$ cat config.mk
export PLATFORM = sky130hd
export DESIGN_NAME = wb_regfile
export DESIGN_NICKNAME = d
export VERILOG_FILES = /design/src/rtl/wb_regfile.sv
export SDC_FILE = /design/constraint.sdc
export NUM_CORES = 2
export LEC_CHECK = 0
export CAP_MARGIN = 5
export CORE_MARGIN = 2
export CORE_UTILIZATION = 40
export DETAILED_ROUTE_END_ITERATION = 12
export DONT_BUFFER_PORTS = 1
export SLEW_MARGIN = 20
export SYNTH_ARGS = -nofsm -noshare
export SYNTH_HDL_FRONTEND = slang
export SYNTH_SLANG_ARGS = --single-unit
$ cat constraint.sdc
create_clock -name CLK -period 3.3 [get_ports CLK]
set_input_delay 0.33 -clock CLK [delete_from_list [all_inputs] [get_ports CLK]]
set_output_delay 0.33 -clock CLK [all_outputs]
set_load 0.02 [all_outputs]
$ cat src/rtl/wb_regfile.sv
// ============================================================================
//  Module   : wb_regfile
//  Purpose  : Write-back stage register file with load/compare formatting,
//             same-cycle read bypass and a retire counter.
//  Revision : 1.0
// ============================================================================
`default_nettype none

module wb_regfile #(
    parameter int RETIRE_W = 32
) (
    input  wire logic                CLK,
    input  wire logic                Reset,
    input  wire logic                RegWr,
    input  wire logic [1:0]          RegDst,
    input  wire logic [1:0]          Digit,
    input  wire logic                immres,
    input  wire logic [1:0]          cmp,
    input  wire logic [4:0]          WriteReg,
    input  wire logic [31:0]         AluOutput,
    input  wire logic [31:0]         MemData,
    input  wire logic [31:0]         PC,
    input  wire logic [31:0]         extend,
    input  wire logic [4:0]          ReadReg1,
    input  wire logic [4:0]          ReadReg2,
    output logic      [31:0]         ReadData1,
    output logic      [31:0]         ReadData2,
    output logic      [31:0]         WriteData,
    output logic      [RETIRE_W-1:0] RetireCount
);

    localparam logic [1:0] c_DST_ALU = 2'b00;
    localparam logic [1:0] c_DST_MEM = 2'b01;
    localparam logic [1:0] c_DST_PC  = 2'b10;

    logic [31:0]         r_regs [1:31];
    logic [RETIRE_W-1:0] r_retire;

    logic [15:0] w_half;
    logic [7:0]  w_byte;
    logic [31:0] w_load;
    logic [31:0] w_cmp;
    logic [31:0] w_wdata;
    logic        w_wr_en;

    // Little-endian lane selection; unused low offset bits fall away naturally.
    always_comb begin
        w_half = AluOutput[1] ? MemData[31:16] : MemData[15:0];
        case (AluOutput[1:0])
            2'd0:    w_byte = MemData[7:0];
            2'd1:    w_byte = MemData[15:8];
            2'd2:    w_byte = MemData[23:16];
            default: w_byte = MemData[31:24];
        endcase
        case (Digit)
            2'b00:   w_load = MemData;
            2'b01:   w_load = {{16{w_half[15]}}, w_half};
            2'b10:   w_load = {{24{w_byte[7]}}, w_byte};
            default: w_load = {24'd0, w_byte};
        endcase
    end

    always_comb begin
        case (cmp)
            2'b00:   w_cmp = {31'd0, AluOutput[31]};
            2'b01:   w_cmp = {31'd0, (AluOutput == 32'd0)};
            2'b10:   w_cmp = {31'd0, (AluOutput != 32'd0)};
            default: w_cmp = 32'd0;
        endcase
    end

    always_comb begin
        if (immres) begin
            w_wdata = extend;
        end else begin
            case (RegDst)
                c_DST_ALU: w_wdata = AluOutput;
                c_DST_MEM: w_wdata = w_load;
                c_DST_PC:  w_wdata = PC + 32'd4;
                default:   w_wdata = w_cmp;
            endcase
        end
    end

    assign w_wr_en   = RegWr && (WriteReg != 5'd0);
    assign WriteData = w_wdata;

    // Bypass takes precedence so a write is visible in the same cycle.
    always_comb begin
        if (ReadReg1 == 5'd0)
            ReadData1 = 32'd0;
        else if (w_wr_en && (WriteReg == ReadReg1))
            ReadData1 = w_wdata;
        else
            ReadData1 = r_regs[ReadReg1];

        if (ReadReg2 == 5'd0)
            ReadData2 = 32'd0;
        else if (w_wr_en && (WriteReg == ReadReg2))
            ReadData2 = w_wdata;
        else
            ReadData2 = r_regs[ReadReg2];
    end

    always_ff @(posedge CLK) begin
        if (Reset) begin
            for (int i = 1; i < 32; i++) begin
                r_regs[i] <= 32'd0;
            end
            r_retire <= '0;
        end else begin
            if (w_wr_en) begin
                r_regs[WriteReg] <= w_wdata;
            end
            if (RegWr) begin
                r_retire <= r_retire + 1'b1;
            end
        end
    end

    assign RetireCount = r_retire;

endmodule

`default_nettype wire

==> impl_metrics.csv <==
group,metric,value,unit
power,power_density,518,nW/um^2
power,pwr-share-comb,14.2,%
timing,setup_slack,-0.0665,ns
floorplan,num_rows,138,
worst_setup_path,cp.required,2.97,ns
finish,seqCellArea,31400,um^2
finish,multiInputGateArea,24100,um^2
routing,vias,40400,
placed_design,gp_congestion,0.924,
run,maxCapViolCount,0,
worst_setup_path,cp_max_fo,2,
routing,drc,0,
finish,fin_nets,4394,
global_route,antenna_found_initial,1,
placed_design,hpwl,120000,um
routing,drt-pass1-iter-count,9,
status,status,"finished, violations left",
finish,drive_above_1_share,25.1,%
routing,ant_nets,0,
power,clkPwrFrac,38.4,%
synthesis,synth_seq_cells,1056,
floorplan,die_y,381,um
clock_network,clock_latency,0.74,ns
synthesis,synth_edf_count,1024,
floorplan,dieWidth,381,um
timing,final_max_slew_viol_count,0,
synthesis,ys_async_sr_fraction,0,%
worst_setup_path,reg2reg_depth,8,
worst_setup_path,cp.arrival,3.04,ns
power,power.switching,8.53,mW
floorplan,initial_utilization,40.2,%
status,violations,"setup timing",
timing,rsz0062_at_grt,"true",
synthesis,syn_area,56800,um^2
routing,drt-initial-drc-count,5887,
global_route,grt_pass1_wl,290000,um
worst_setup_path,crit_path_end_kind,"output pin",
synthesis,synth_cell_types,70,
clock_network,cts_sinks,1056,
finish,area_growth,13.3,%
clock_network,path_clk_slew,0.06,ns
hold_path,hold_class,"in2reg",
global_route,grtUsageTotal,27.9,%
timing,fmax,297,MHz
finish,layout_commonest_cell,"nor2_1",
worst_setup_path,cp_slowest_cell,"mux4_2",
worst_setup_path,timing.rr.end,"RetireCount[29]",
global_route,grt_overflow,0,
power,intPower,24.8,mW
timing,setup_viol,3,
timing,finClkSkew,0.0168,ns
worst_setup_path,rrSetupSlack,0.57,ns
synthesis,synth_flop_cell,"edfxtp_1",
routing,routed_wl,208000,um
power,total_leakage_power,22.0,nW
worst_setup_path,endpoint,"ReadData2[25]",
clock_network,tritoncts,"built",
worst_setup_path,r2r_start,"RetireCount[2]",
worst_setup_path,startpoint,"r_regs[23][25]",
power,p_seq_share,47.4,%
worst_setup_path,cp_slowest_stage_delay,0.56,ns
floorplan,design.core.area,141000,um^2
power,vdd_drop_max,0.000479,V
clock_network,numCtsBuffers,112,
floorplan,die-area,145000,um^2
synthesis,synth_cells,4227,
clock_network,h-tree-depth,3,
synthesis,syn_avg_cell_area,13.4,um^2
finish,final_cell_mix,"1086 x nor2_1, 1024 x edfxtp_1, 482 x mux4_2",
synthesis,yosys_warnings,0,
global_route,grt_max_degree,307,
timing,relSlewSlack,24.4,%
routing,vias_per_cell,6.50,
worst_setup_path,crit_chain,"mux4_2, mux4_2, a221o_1, nor2_1, a211oi_1, buf_4",
worst_setup_path,crit_top_cell,"mux4_2",
placed_design,portBuffers,0,
timing,period_needed,3.37,ns
worst_setup_path,criticalPathCategory,"reg2out",
floorplan,io_pins,281,
clock_network,root_buffer,"clkbuf_16",
finish,final_cells,6218,
routing,routedWlPerCell,33.4,um
global_route,grt_pass1_vias,39300,
synthesis,ys_seq_area_share,55.3,%
power,p_sw_share,25.6,%
worst_setup_path,cp-start-kind,"flop",
clock_network,clockBufferDepth,3,
timing,hold_viol_final,0,
timing,finalCritPeriodShare,102,%
finish,fill_cells,12600,
finish,diodes,0,
timing,tightest_slew,1.13,ns
placed_design,dp_cells,6004,
power,power.total,33.3,mW
==> synthesized netlist by cell type, types with 28 or more instances <==
cell type | n | area share [%]
buf_4 | 29 | 0.38
xor2_1 | 30 | 0.46
inv_1 | 41 | 0.27
a221oi_1 | 30 | 0.46
buf_2 | 100 | 0.88
dfxtp_1 | 32 | 1.1
nand2b_1 | 37 | 0.41
nor3_1 | 28 | 0.25
xnor2_1 | 30 | 0.46
a22oi_1 | 91 | 1.2
o21ai_0 | 54 | 0.48
nand3_1 | 40 | 0.35
a21oi_1 | 66 | 0.58
nor2_1 | 1089 | 7.2
mux4_2 | 482 | 19
nor2b_1 | 48 | 0.53
a211oi_1 | 90 | 1.2
edfxtp_1 | 1024 | 54
mux2i_1 | 233 | 4.1
buf_1 | 29 | 0.19
clkbuf_1 | 264 | 1.7
nand2_1 | 114 | 0.75
==> logic make-up after synthesis <==
| group | count (synthesis) | share of synthesized area (%) |
|---|---|---|
| flops | 1056 | 55.3 |
| compound gates | 436 | 5.63 |
| mux | 733 | 23.6 |
| buf+inv | 480 | 3.79 |
| other cells | 1 | 0.00660 |
| xor+xnor | 60 | 0.925 |
| simple gates | 1459 | 10.8 |
| fa+ha+maj | 2 | 0.0441 |
==> sequential cells by signal (all words and copies together), names as in the netlist <==
| signal | count |
|---|---|
| r_regs | 1024 |
| RetireCount | 32 |
==> worst min-delay path by stage <==
stage                          from               to  depth (start not counted)
global route             extend[28]    r_regs[0][28]                          2
finish                   extend[21]    r_regs[9][21]                          3
global placement              Reset  RetireCount[24]                          1
detailed placement            Reset  RetireCount[21]                          1
CTS                          immres    r_regs[8][21]                          3
floorplan           RetireCount[19]  RetireCount[19]                          2
==> worst max-delay path, delay by kind of cell, from the launching register on <==
| family | cells | cell delay (ns) |
|---|---|---|
| compound gates | 2 | 0.52 |
| buf+inv | 1 | 0.18 |
| flops | 1 | 0.38 |
| mux | 2 | 1.08 |
| simple gates | 1 | 0.13 |
==> repair_timing <==
item,CTS,global route
gates resized for setup,24,14
pin swaps,9,10
setup endpoints to repair,18,19
cloned,0,0
setup buffers,0,0
hold buffers,12,0
hold endpoints to repair,43,0
==> stage by stage <==
step / setup slack [ns] / area, um^2 / util (%) / hold WS, ns / setup TNS [ns]
after CTS: -0.0726 / 64300 / 45.5 / 0.0135 / -0.199
after global placement: -0.218 / 60400 / 42.7 / 0.415 / -0.310
final: -0.0665 / 64300 / 45.5 / 0.0517 / -0.124
after global routing: -0.0978 / 64300 / 45.5 / 0.0420 / -0.363
after detailed placement: -0.0885 / 60400 / 42.7 / 0.416 / -0.0885
after floorplan: 0.296 / 56900 / - / 0.566 / 0
==> per-layer routing <==
| metal | wire [um] | GRT usage, % | share of wire (%) |
|---|---|---|---|
| met3 | 25300 | 6.83 | 12 |
| met2 | 94800 | 43.2 | 46 |
| met5 | 0 | 0 | 0 |
| met4 | 10400 | 12.1 | 5.0 |
| met1 | 77000 | 37.4 | 37 |
==> power groups by stage <==
stage / Combinational [mW] / Sequential (mW) / Clock [mW]
detailed placement: 4.53 / 16.1 / 0
CTS: 4.61 / 15.8 / 12.8
global route: 4.85 / 15.9 / 13.3
floorplan: 3.13 / 15.9 / 0
global placement: 4.51 / 16.0 / 0
finish: 4.73 / 15.8 / 12.8
==> cell type report <==
class / instances / area share, %
Tap cell: 1890 / 3.68
Multi-Input combinational cell: 2722 / 37.5
Clock buffer: 146 / 4.70
Timing Repair Buffer: 304 / 4.19
Inverter: 43 / 0.251
Clock inverter: 57 / 0.922
Sequential cell: 1056 / 48.8
No activity file was read; power rests on OpenSTA's default activity.
